### src/rtl/accel_pkg.sv
// Shared types for the BRAM port-1 arbiter.
//   state_e    : arbiter FSM states
//   REQ_A/B    : requester IDs (also the bit index in two-bit request/grant vectors)
//   req_onehot : requester ID -> one-hot two-bit vector
package accel_pkg;

  typedef enum logic [1:0] {
    StIdle  = 2'd0,
    StBurst = 2'd1,
    StDrain = 2'd2
  } state_e;

  localparam logic REQ_A = 1'b0;
  localparam logic REQ_B = 1'b1;

  function automatic logic [1:0] req_onehot(input logic id);
    return id ? 2'b10 : 2'b01;
  endfunction

endpackage

### src/rtl/rr_arb2.sv
// Two-input round-robin picker, purely combinational.
//   i_req  [1:0] : request vector (bit 0 = A, bit 1 = B)
//   i_last       : requester served most recently
//   o_gnt  [1:0] : one-hot grant (all zero when nothing requests)
module rr_arb2
  import accel_pkg::*;
(
  input  logic [1:0] i_req,
  input  logic       i_last,
  output logic [1:0] o_gnt
);

  always_comb begin
    o_gnt = i_req;
    // On a tie the requester not served last wins.
    if (i_req == 2'b11) begin
      o_gnt = req_onehot(~i_last);
    end
  end

endmodule

### src/rtl/bram_port_arbiter.sv
// Burst arbiter sharing BRAM port 1 between requester A (host DMA) and B (engine).
// One whole burst is granted at a time, round-robin on ties; the address stream
// auto-increments and wraps modulo DEPTH. Read beats return with rvalid one cycle
// after issue, matching the BRAM's registered read.
//   i_clk, i_rst_n              : clock, async active-low reset
//   i_x_req/we/addr/len         : burst request (x = a, b), held until o_x_gnt
//   o_x_gnt                     : burst accepted, beat 0 issued this cycle
//   i_x_wdata / o_x_wready      : write beat / write beat consumed
//   o_x_rdata / o_x_rvalid      : read beat / read beat valid
//   o_x_done                    : burst complete
//   o_bram_addr/wdata/we, i_bram_rdata : BRAM port 1
module bram_port_arbiter
  import accel_pkg::*;
#(
  parameter int unsigned WIDTH     = 72,
  parameter int unsigned DEPTH     = 512,
  parameter int unsigned LOG_DEPTH = 9,
  parameter int unsigned LEN_W     = 9
) (
  input  logic                 i_clk,
  input  logic                 i_rst_n,
  input  logic                 i_a_req,
  input  logic                 i_a_we,
  input  logic [LOG_DEPTH-1:0] i_a_addr,
  input  logic [LEN_W-1:0]     i_a_len,
  output logic                 o_a_gnt,
  input  logic [WIDTH-1:0]     i_a_wdata,
  output logic                 o_a_wready,
  output logic [WIDTH-1:0]     o_a_rdata,
  output logic                 o_a_rvalid,
  output logic                 o_a_done,
  input  logic                 i_b_req,
  input  logic                 i_b_we,
  input  logic [LOG_DEPTH-1:0] i_b_addr,
  input  logic [LEN_W-1:0]     i_b_len,
  output logic                 o_b_gnt,
  input  logic [WIDTH-1:0]     i_b_wdata,
  output logic                 o_b_wready,
  output logic [WIDTH-1:0]     o_b_rdata,
  output logic                 o_b_rvalid,
  output logic                 o_b_done,
  output logic [LOG_DEPTH-1:0] o_bram_addr,
  output logic [WIDTH-1:0]     o_bram_wdata,
  output logic                 o_bram_we,
  input  logic [WIDTH-1:0]     i_bram_rdata
);

  if (DEPTH != (2 ** LOG_DEPTH)) begin : g_depth_check
    $error("DEPTH must equal 2**LOG_DEPTH");
  end

  localparam logic [LOG_DEPTH-1:0] ADDR_ONE = LOG_DEPTH'(1);
  localparam logic [LEN_W-1:0]     CNT_ONE  = LEN_W'(1);

  state_e               r_state, w_state_d;
  logic                 r_owner, w_owner_d;
  logic                 r_we, w_we_d;
  logic [LOG_DEPTH-1:0] r_addr, w_addr_d;
  logic [LEN_W-1:0]     r_cnt, w_cnt_d;
  logic [LEN_W-1:0]     r_len, w_len_d;
  logic                 r_bram_we, w_bram_we_d;
  logic [1:0]           r_gnt, w_gnt_d;
  logic [1:0]           r_rvalid, w_rvalid_d;
  logic [1:0]           r_done, w_done_d;
  logic                 r_last, w_last_d;
  logic [1:0]           w_pick;
  logic                 w_wr_beat;

  rr_arb2 u_rr_arb2 (
    .i_req  ({i_b_req, i_a_req}),
    .i_last (r_last),
    .o_gnt  (w_pick)
  );

  always_comb begin
    w_state_d   = r_state;
    w_owner_d   = r_owner;
    w_we_d      = r_we;
    w_addr_d    = r_addr;
    w_cnt_d     = r_cnt;
    w_len_d     = r_len;
    w_bram_we_d = r_bram_we;
    w_gnt_d     = 2'b00;
    w_done_d    = 2'b00;
    w_last_d    = r_last;
    // A read beat issued this cycle returns its data next cycle.
    w_rvalid_d  = ((r_state == StBurst) && !r_we) ? req_onehot(r_owner) : 2'b00;

    unique case (r_state)
      StIdle: begin
        if (|w_pick) begin
          w_state_d   = StBurst;
          w_owner_d   = w_pick[1];
          w_we_d      = w_pick[1] ? i_b_we : i_a_we;
          w_addr_d    = w_pick[1] ? i_b_addr : i_a_addr;
          w_len_d     = w_pick[1] ? i_b_len : i_a_len;
          w_cnt_d     = '0;
          w_bram_we_d = w_pick[1] ? i_b_we : i_a_we;
          w_gnt_d     = w_pick;
        end
      end
      StBurst: begin
        if (r_cnt == r_len) begin
          w_state_d   = StDrain;
          w_bram_we_d = 1'b0;
          w_done_d    = req_onehot(r_owner);
        end else begin
          w_addr_d = r_addr + ADDR_ONE;  // wraps modulo DEPTH
          w_cnt_d  = r_cnt + CNT_ONE;
        end
      end
      StDrain: begin
        w_state_d = StIdle;
        w_last_d  = r_owner;
      end
      default: w_state_d = StIdle;
    endcase
  end

  always_ff @(posedge i_clk or negedge i_rst_n) begin
    if (!i_rst_n) begin
      r_state   <= StIdle;
      r_owner   <= REQ_A;
      r_we      <= 1'b0;
      r_addr    <= '0;
      r_cnt     <= '0;
      r_len     <= '0;
      r_bram_we <= 1'b0;
      r_gnt     <= 2'b00;
      r_rvalid  <= 2'b00;
      r_done    <= 2'b00;
      r_last    <= REQ_B;  // "B served last" makes A win the first tie
    end else begin
      r_state   <= w_state_d;
      r_owner   <= w_owner_d;
      r_we      <= w_we_d;
      r_addr    <= w_addr_d;
      r_cnt     <= w_cnt_d;
      r_len     <= w_len_d;
      r_bram_we <= w_bram_we_d;
      r_gnt     <= w_gnt_d;
      r_rvalid  <= w_rvalid_d;
      r_done    <= w_done_d;
      r_last    <= w_last_d;
    end
  end

  assign w_wr_beat    = (r_state == StBurst) && r_we;

  assign o_a_gnt      = r_gnt[0];
  assign o_b_gnt      = r_gnt[1];
  assign o_a_rvalid   = r_rvalid[0];
  assign o_b_rvalid   = r_rvalid[1];
  assign o_a_done     = r_done[0];
  assign o_b_done     = r_done[1];
  assign o_a_wready   = w_wr_beat && (r_owner == REQ_A);
  assign o_b_wready   = w_wr_beat && (r_owner == REQ_B);
  assign o_a_rdata    = i_bram_rdata;
  assign o_b_rdata    = i_bram_rdata;
  assign o_bram_addr  = r_addr;
  assign o_bram_we    = r_bram_we;
  assign o_bram_wdata = (r_owner == REQ_B) ? i_b_wdata : i_a_wdata;

endmodule

### config.mk
export PLATFORM = sky130hd
export DESIGN_NAME = bram_port_arbiter
export DESIGN_NICKNAME = d
export VERILOG_FILES = /design/src/rtl/accel_pkg.sv /design/src/rtl/rr_arb2.sv /design/src/rtl/bram_port_arbiter.sv
export SDC_FILE = /design/constraint.sdc
export NUM_CORES = 1
export LEC_CHECK = 0
export ABC_AREA = 1
export CAP_MARGIN = 15
export CORE_AREA = 2 2 190 192
export CTS_CLUSTER_SIZE = 20
export DETAILED_ROUTE_END_ITERATION = 8
export DIE_AREA = 0 0 192 194
export DONT_BUFFER_PORTS = 1
export SLEW_MARGIN = 20
export SYNTH_ARGS = -nofsm -noshare
export SYNTH_HDL_FRONTEND = slang
export SYNTH_SLANG_ARGS = --single-unit
### constraint.sdc
create_clock -name i_clk -period 2.8 [get_ports i_clk]
set_input_delay 0.84 -clock i_clk [delete_from_list [all_inputs] [get_ports i_clk]]
set_output_delay 0.84 -clock i_clk [all_outputs]
set_load 0.01 [all_outputs]
==> metrics.md <==
| Metric | Value |
|---|---|
| Largest net degree at the start of global routing | `44` |
| Fillcell total | `4125` |
| Post-cts sizing count | `0` |
| Adder-cell share of the synthesized area | `0.598%` |
| Reg2reg path depth | `5` |
| Setup_tns | `0 ns` |
| Worst Setup EP | `o_bram_wdata[71]` |
| RSZ-0062 raised after global routing | `false` |
| Initial Util | `11.9%` |
| Final Max Tran Viols | `0` |
| Power per cell area | `around 360 mW/mm^2` |
| Final Cycle Share | `about 84%` |
| Class of the worst hold path | `primary input to asynchronous set/reset pin` |
| DIE WIDTH | `roughly 190 um` |
| Synth Instances | `677` |
| GRT Residual Overflow | `0` |
| DP HPWL | `approximately 17000 um` |
| Post-route ant nets | `0` |
| Crit Path Class | `flop to output port` |
| Placer Congestion | `0.788` |
| CTS buffer count | `5` |
| Req. time, crit path | `1.96 ns` |
| Core footprint | `0.0352 sq mm` |
| Critical Path Start Type | `flop` |
| Slew margin rel. | `53.1%` |
| CP Capture Type | `output port` |
| CP max FO | `43` |
| Area growth from synthesis to layout | `-5.80%` |
| Maxcap violations | `0` |
| Tmin final | `2.35 ns` |
| EDFF count, synth | `0` |
| Fmax | `425 MHz` |
| Vias in the first global route | `3215` |
| Clock sink count | `39` |
| Fraction of layout cells with a size suffix above 1 | `approximately 7.6%` |
| Maximum VDD drop | `around 0.00016 V` |
| Clk_skew | `between 0.008 and 0.009 ns` |
| CP Data Arrival Time | `1.51 ns` |
| Area leader, netlist | `nand2_1` |
| Post-route setup slack | `0.449 ns` |
| Flops & latches, synth | `39` |
| Site row count | `69` |
| Crit path launch | `r_owner` |
| Xor-xnor portion of the synthesized cell area | `approximately 1.0%` |
| Full die area | `around 0.037 sq mm` |
| Post CTS Setup Buffer Count | `0` |
| DRC marker count from the first detailed-route iteration | `255` |
| Worst slew pin tran | `0.703 ns` |
| Nets | `slightly below 800` |
| Leading cell type by number of instances after synthesis | `nand2_1` |
| Initial antenna violation count | `3` |
| Die Height | `194 um` |
| Post-synthesis async set-or-reset flop share | `between 90% and 100%` |
| IO Pins | `492` |
| Worst reg2reg path startpoint | `r_state[1]` |
| Unique masters post-synth | `30` |
| Run status | `finished, final reports clean` |
| CTS Hold Bufs | `0` |
| Simple-gate share of the synthesized area | `36.8%` |
| P_leak | `1.94 nW` |
| Final Setup Violations | `0` |
| Routed vias/inst | `3.67` |
| Max Buffers Root-to-Sink | `2` |
| CTS tree | `done` |
| TritonRoute pass-1 iters | `5` |
| Worst-path clk slew | `around 0.06 ns` |
| Largest family of logic cells by synthesized area | `simple AND/OR/NAND/NOR gates` |
| YS warnings | `0` |
| Yosys top cell area share | `26.1%` |
| Vias post-DR | `3644` |
| Compound-Gate Fraction of Synth Area | `6.25%` |
| Commonest cells in the netlist | `291 x nand2_1, 145 x buf_4, 38 x dfrtp_1` |
| Mapped Nets | `937` |
| WL final | `19900 um` |
| R2R Setup Slk | `1.02 ns` |
| First-pass GRT wire length | `25300 um` |
| Final hold viol count | `0` |
| DR DRC count | `0` |
| # port buffers | `0` |
| Htree depth | `2` |
| Pre-CTS setup slack | `about 0.63 ns` |
| GRT Overall Usage | `9.89%` |
| Post-synthesis mux area share | `0%` |
| Worst-Skew Late Latency | `0.29 ns` |
| Post-synth top flop | `dfrtp_1` |
| Mapped Area | `around 0.0042 sq mm` |
| Avg Synthesized Cell Area | `6.18 sq um` |
| Wire length per cell | `20.1 um` |
| Sequential share of the synthesized area | `23.4%` |
| Root buffer cell | `clkbuf_16` |
| Worst r2r dst | `r_len[1]` |
| Main area contributors after synthesis | `nand2_1 26%, buf_4 26%, dfrtp_1 23%` |
how the worst min path moves through the flow:
stage                     end  depth (start not counted)
3_3_place_gp      r_rvalid[1]                          1
3_5_place_dp      r_rvalid[1]                          1
4_1_cts        o_bram_addr[7]                          0
6_report       o_bram_addr[7]                          0
5_1_grt        o_bram_addr[7]                          0
2_1_floorplan     r_rvalid[1]                          1
layout by cell type, fill, tap and decap left out, types with 2 or more instances in the layout:
cell       instances
dfrtp_1           37
buf_4             11
nand4_1            7
nand2_1          291
o21ai_0           29
a21oi_1            4
nor3_1             5
o22ai_1            8
nor2_1            35
nor3b_1            2
xnor2_1            4
buf_12             7
nand2_4            2
clkbuf_16          5
inv_2              4
nor2_2             2
inv_1             26
o21ai_1            2
a31oi_1            2
ha_1               2
diode_2            2
nand3_1           32
routing by layer:
| metal | global-route usage (%) | wire, um | vias to the layer above |
|---|---|---|---|
| li1 | - | - | 1661 |
| met1 | 10.7 | 7180 | 1621 |
| met2 | 16.6 | 9650 | 318 |
| met3 | 4.87 | 2480 | 44 |
| met4 | 3.62 | 617 | 0 |
| met5 | 0 | 0 | - |
logic make-up after synthesis:
| kind of cell | count (synthesis) |
|---|---|
| AOI/OAI and AO/OA | 48 |
| xor gates and xnor gates | 5 |
| adders and majority gates | 2 |
| buffers and inverters | 204 |
| DFF | 39 |
| and+or+nand+nor | 379 |
critical path: stages, from the launching register on:
cell	delay, ns
dfrtp_2	0.42
inv_2	0.10
buf_12	0.22
nand2_1	0.08
nand2_1	0.23
buf_12	0.14
through the flow:
stage / hold WS, ns / utilization (%) / instances / power, mW / instance area (sq um)
after global routing: 0.229 / 11.2 / 990 / 1.47 / 3940
after global placement: 0.478 / 10.7 / 982 / 0.738 / 3760
after detailed placement: 0.486 / 10.7 / 982 / 0.739 / 3760
after floorplan: 0.425 / - / 677 / 0.877 / 4180
after CTS: 0.235 / 11.2 / 990 / 1.45 / 3940
final: 0.247 / 11.2 / 992 / 1.42 / 3940
power by group:
group	switching (mW)	total [mW]	internal (mW)
logic	0.110	0.156	0.0457
clock network	0.254	0.698	0.444
registers	0	0.563	0.563
total	0.364	1.42	1.05
state kept, by name, summed over array words and instances (netlist names):
register / cells
r_done: 2
r_owner: 1
r_last: 1
o_bram_we: 1
r_len: 9
r_gnt: 2
r_we: 1
r_rvalid: 2
r_cnt: 9
o_bram_addr: 9
r_state: 2
area by class of cell:
type                            instances  area [sq um]  area share (%)
Clock inverter                          2          35.0           0.889
Sequential cell                        39           978            24.8
Tap cell                              461           577            14.6
Antenna cell                            2          5.00           0.127
Inverter                               30           113            2.86
Multi-Input combinational cell        434          1870            47.5
Timing Repair Buffer                   18           223            5.65
Clock buffer                            6           139            3.52
Power figures use the tool's default switching activity.
